<file path="config.mk">
export PLATFORM = sky130hd
export DESIGN_NAME = prefetch_store_buffer
export DESIGN_NICKNAME = d
export VERILOG_FILES = /design/src/rtl/prefetch_store_buffer.sv
export SDC_FILE = /design/constraint.sdc
export NUM_CORES = 2
export LEC_CHECK = 0
export ABC_AREA = 1
export BUFFER_PORTS_ARGS = -buffer_cell sky130_fd_sc_hd__buf_2
export CORE_MARGIN = 5
export CORE_UTILIZATION = 55
export CTS_CLUSTER_DIAMETER = 50
export DETAILED_ROUTE_END_ITERATION = 8
export PLACE_DENSITY = 0.72
export RECOVER_POWER = 50
export SETUP_SLACK_MARGIN = 0.02
export SLEW_MARGIN = 10
export SYNTH_ARGS = -nofsm -noshare
export SYNTH_HDL_FRONTEND = slang
export SYNTH_SLANG_ARGS = --single-unit
</file>
<file path="constraint.sdc">
create_clock -name clk -period 23.1 [get_ports clk]
set_clock_uncertainty 0.05 [all_clocks]
set_input_delay 3.465 -clock clk [delete_from_list [all_inputs] [get_ports clk]]
set_output_delay 3.465 -clock clk [all_outputs]
set_load 0.05 [all_outputs]
</file>
<file path="src/rtl/prefetch_store_buffer.sv">
// Store buffer behind the prefetcher: captures prefetcher writes, answers
// store-buffer reads with youngest-match forwarding, and drains to memory in FIFO order.
module prefetch_store_buffer #(
  parameter int DEPTH = 8,
  parameter int AW    = 32,
  parameter int DW    = 32
) (
  input  logic                   clk,
  input  logic                   reset,
  input  logic                   w_en,
  input  logic [AW-1:0]          w_addr,
  input  logic [DW-1:0]          w_data,
  output logic                   full_o,
  output logic                   overflow_o,
  output logic [$clog2(DEPTH):0] count_o,
  input  logic                   rd_req_i,
  input  logic [AW-1:0]          rd_addr_i,
  output logic                   wait_o,
  output logic                   data_ready_o,
  output logic [DW-1:0]          data_o,
  output logic                   hit_o,
  output logic                   drain_valid_o,
  output logic [AW-1:0]          drain_addr_o,
  output logic [DW-1:0]          drain_data_o,
  input  logic                   drain_ack_i
);

  localparam int PW = $clog2(DEPTH);
  localparam int CW = PW + 1;
  localparam logic [CW-1:0] FULL_CNT = CW'(DEPTH);

  typedef enum logic [1:0] {
    S_IDLE,
    S_LOOKUP,
    S_RESP
  } state_t;

  state_t r_state;
  state_t w_state_next;

  logic [AW-1:0] r_mem_addr [DEPTH];
  logic [DW-1:0] r_mem_data [DEPTH];
  logic [PW-1:0] r_head;
  logic [PW-1:0] r_tail;
  logic [CW-1:0] r_count;
  logic          r_overflow;
  logic [AW-1:0] r_rd_addr;
  logic          r_wait;
  logic          r_data_ready;
  logic          r_hit;
  logic [DW-1:0] r_data;

  logic          w_full;
  logic          w_push;
  logic          w_pop;
  logic          w_drain_valid;
  logic          w_hit;
  logic [DW-1:0] w_hit_data;
  logic [PW-1:0] w_idx;

  assign w_full        = (r_count == FULL_CNT);
  assign w_push        = w_en && !w_full;
  // Drain is frozen during LOOKUP so the compared entry set cannot shift.
  assign w_drain_valid = (r_count != '0) && (r_state != S_LOOKUP);
  assign w_pop         = w_drain_valid && drain_ack_i;

  assign full_o        = w_full;
  assign count_o       = r_count;
  assign overflow_o    = r_overflow;
  assign drain_valid_o = w_drain_valid;
  assign drain_addr_o  = r_mem_addr[r_head];
  assign drain_data_o  = r_mem_data[r_head];
  assign wait_o        = r_wait;
  assign data_ready_o  = r_data_ready;
  assign hit_o         = r_hit;
  assign data_o        = r_data;

  // Storage, pointers and occupancy
  always_ff @(posedge clk or posedge reset) begin
    if (reset) begin
      for (int unsigned i = 0; i < DEPTH; i++) begin
        r_mem_addr[i] <= '0;
        r_mem_data[i] <= '0;
      end
      r_head     <= '0;
      r_tail     <= '0;
      r_count    <= '0;
      r_overflow <= 1'b0;
    end else begin
      if (w_push) begin
        r_mem_addr[r_tail] <= w_addr;
        r_mem_data[r_tail] <= w_data;
        r_tail             <= r_tail + 1'b1;
      end
      if (w_en && w_full) begin
        r_overflow <= 1'b1;
      end
      if (w_pop) begin
        r_head <= r_head + 1'b1;
      end
      case ({w_push, w_pop})
        2'b10:   r_count <= r_count + 1'b1;
        2'b01:   r_count <= r_count - 1'b1;
        default: r_count <= r_count;
      endcase
    end
  end

  // Scan oldest to youngest so the last match seen is the youngest.
  always_comb begin
    w_hit      = 1'b0;
    w_hit_data = '0;
    w_idx      = r_head;
    for (int unsigned i = 0; i < DEPTH; i++) begin
      w_idx = r_head + PW'(i);
      if ((CW'(i) < r_count) && (r_mem_addr[w_idx] == r_rd_addr)) begin
        w_hit      = 1'b1;
        w_hit_data = r_mem_data[w_idx];
      end
    end
  end

  always_ff @(posedge clk or posedge reset) begin
    if (reset) begin
      r_state <= S_IDLE;
    end else begin
      r_state <= w_state_next;
    end
  end

  always_comb begin
    w_state_next = r_state;
    case (r_state)
      S_IDLE:   if (rd_req_i) w_state_next = S_LOOKUP;
      S_LOOKUP: w_state_next = S_RESP;
      S_RESP:   w_state_next = S_IDLE;
      default:  w_state_next = S_IDLE;
    endcase
  end

  // Registered read-port outputs
  always_ff @(posedge clk or posedge reset) begin
    if (reset) begin
      r_rd_addr    <= '0;
      r_wait       <= 1'b0;
      r_data_ready <= 1'b0;
      r_hit        <= 1'b0;
      r_data       <= '0;
    end else begin
      r_wait       <= (w_state_next == S_LOOKUP);
      r_data_ready <= (w_state_next == S_RESP);
      if ((r_state == S_IDLE) && rd_req_i) begin
        r_rd_addr <= rd_addr_i;
      end
      if (r_state == S_LOOKUP) begin
        r_hit  <= w_hit;
        r_data <= w_hit_data;
      end else if (r_state == S_RESP) begin
        r_hit  <= 1'b0;
        r_data <= '0;
      end
    end
  end

endmodule

</file>
==> results.yml <==
run_status:
  outcome: "finished with violations"
  violations: "max-capacitance violations, max-slew violations"
min_path:
  min_from: "overflow_o$_DFFE_PP0P_"
  holdCritPathClass: "flop to flop"
  hold_end: "overflow_o$_DFFE_PP0P_"
  min_path_cells: 1
timing:
  rsz0062_at_grt: "no"
  hold_slack_ps: 410
  fin_ws_ps: 12610
  min_period_ps: 10490
  hold_viol: 0
  max-slew-margin-rel_pct: -257
  fin_tns_setup_ps: 0
  worst_pin_slew_ps: 5360
  period_share_pct: 45.4
  timing_max_transition_violations_final: 607
  setup_viol: 0
  fmax_ghz: 0.0953
grt:
  grt_antenna_before_repair: 6
  track_usage_pct: 39.7
  grt_max_degree: 190
  first_global_vias: 44900
  gr-total-overflow: 0
  grt_pass1_wl_mm: 275
cells_and_area:
  final_area_sq_um: 49200
  final_cell_mix: "2704 x nand2_1, 1119 x o21ai_0, 979 x nand3_1, 588 x dfrtp_1, 505 x inv_1"
  multi_input_area_sq_um: 26400
  drive_gt1_share_pct: 5.77
  regArea_sq_um: 14800
  layout.nets: 7304
  final_common_cell: "nand2_1"
  num-fill-cells: 8102
  syn2layout_area_growth_pct: 8.53
critical_path:
  r2r-end: "data_o[30]$_DFFE_PP0P_"
  cp_max_fo: 113
  critPathTopFamily: "buffers and inverters"
  worstRegToRegCells: 27
  crit_buf_inv: 3
  path_class: "primary input to async pin"
  slowest_delay_ps: 2990
  rrSetupSlack_ps: 15600
  cp-start-kind: "primary input"
  arrival_ps: 9710
  crit_path_cell_trace: "buf_2, clkinvlp_2, clkbuf_1"
  cp_slowest_cell: "clkbuf_1"
  regToRegStartpoint: "r_head[0]$_DFFE_PP0P_"
  required_ps: 22310
  crit_path_end_kind: "async pin"
yosys:
  synth_nets: 7462
  syn_area_per_cell_sq_um: 6.17
  ys_types: 43
  syn_area_sq_um: 45400
  synth_seq_area_share_pct: 32.6
  ys_warn_count: 0
  synth_cells: 7352
  synth-seq-cells: 591
clock_network:
  cts_setup_buffers: 0
  tritoncts: "done"
  clock_sinks: 591
  cts_max_level: 3
  cts_buffer_depth: 3
  cts_root_buffer: "clkbuf_16"
  clk_latency_ps: 680
  ctsHoldBuffers: 0
  clk_pin_slew_worst_paths_ps: 60
  ctsResizeCount: 0
  numCtsBuffers: 91
route:
  drtIter0Drc: 6856
  first_pass_iters: 7
  wl_per_cell_um: 21.9
  viasPerCell: 6.06
  dr_total_vias: 50500
  routed_wl_mm: 183
  ant_nets: 0
  drcViolationCount: 0
floorplanning:
  die-area_sq_um: 88300
  pin_count: 207
  initial_core_util_pct: 55.3
  die_x_um: 297
  num_rows: 105
  die_h_um: 297
  core_sq_um: 82000
placement:
  preCtsSetupSlack_ps: 15610
  gp_congestion: 1.10
  dpl-instance-area_sq_um: 46200
  dp_hpwl_mm: 122
  port_buffers: 206
run:
  drv_cap: 11
## kinds of logic (layout without fill, tap and decap cells)
group	count (synthesis)	in the layout	share of synthesized area (%)
compound gates	1530	1530	17.5
xor+xnor	67	67	1.35
fa+ha+maj	9	9	0.248
buf+inv	1051	962	9.40
flops	591	591	32.6
mux	131	131	2.89
other cells	0	2	0
simple gates	3973	3973	36.1
## cell usage after synthesis (all sizes together)
library cell	number	share of area (%)
nand4	15	0.21
a31oi	1	0.014
xnor2	3	0.074
clkbuf	269	2.2
nor2	207	1.7
o21a	17	0.28
a21o	1	0.017
o221ai	1	0.019
and2	43	0.59
ha	9	0.25
o2111ai	7	0.14
o22ai	12	0.17
mux2i	131	2.9
nor4	10	0.17
inv	514	4.3
or2	3	0.041
o211ai	52	0.86
a22o	2	0.039
a211oi	11	0.18
a221oi	1	0.019
xor2	64	1.3
a21oi	267	2.9
nand3	980	11
nand2	2706	22
buf	258	2.8
clkinv	10	0.083
nor3	8	0.088
dfrtp	591	33
nand3b	1	0.017
o21ai	1157	13
o21bai	1	0.017
## worst register-to-register path, stage by stage (launching register included)
cell     delay, ps
dfrtp_4        890
inv_8          440
ha_4           740
buf_4          600
buf_4          920
nand3_1        230
nand3_1        170
nand2_1         70
nand2_1         50
nand2_1         50
nor2_1         170
nand2_1        180
nor2_1         230
nand2_1        150
nor2_4         100
buf_4          540
nand2_1        580
buf_4          450
nand3_1        150
nand2_1         60
nand2_1         50
nand2_1         50
nand2_1         50
nand2_1         50
nand2_1         60
nand2_1         50
nand2_1        180
nand2_1         70
## worst max path at each step
| stage | cells past startpoint | endpoint | slack [ps] | startpoint |
|---|---|---|---|---|
| after floorplan | 1 | count_o[0]$_DFFE_PP0P_ | 3050 | reset |
| after global placement | 8 | drain_addr_o[25] | 15660 | r_head[0]$_DFFE_PP0P_ |
| after detailed placement | 8 | drain_addr_o[25] | 15610 | r_head[0]$_DFFE_PP0P_ |
| after CTS | 8 | drain_addr_o[25] | 14890 | r_head[0]$_DFFE_PP0P_ |
| after global routing | 3 | r_head[2]$_DFFE_PP0P_ | 11240 | reset |
| final | 3 | r_head[1]$_DFFE_PP0P_ | 12610 | reset |
## per-stage QoR
step                std cells  utilization (%)
global placement         8171             56.4
global route             8334             60.1
CTS                      8333             60.2
floorplan                7352                -
detailed placement       8171             56.4
finish                   8335             60.1
## layout make-up
| class | count | area share (%) |
|---|---|---|
| clock buffer | 107 | 4.91 |
| sequential | 591 | 30.1 |
| clock inverter | 55 | 1.40 |
| multi-input combinational | 5710 | 53.7 |
| tap | 1070 | 2.72 |
| timing repair buffer | 276 | 3.15 |
| antenna | 2 | 0.0102 |
| inverter | 524 | 4.05 |
## flip-flops by register name (all words and copies together), names as in the netlist
register,cells
count_o,4
r_mem_data,256
r_head,3
r_tail,3
wait_o,1
r_rd_addr,32
data_ready_o,1
data_o,32
r_mem_addr,256
hit_o,1
overflow_o,1
r_state,1
## layer usage
metal,track usage (%),share of wire [%],up-vias
met5,0,0.015,-
met4,14.0,3.8,4
met3,12.1,14,458
met2,56.1,40,2980
met1,57.7,42,23400
li1,-,-,23700
Power is left out: the tool's default activity adds up to more than one toggle a clock period on the data nets, which glitch-free logic cannot reach.
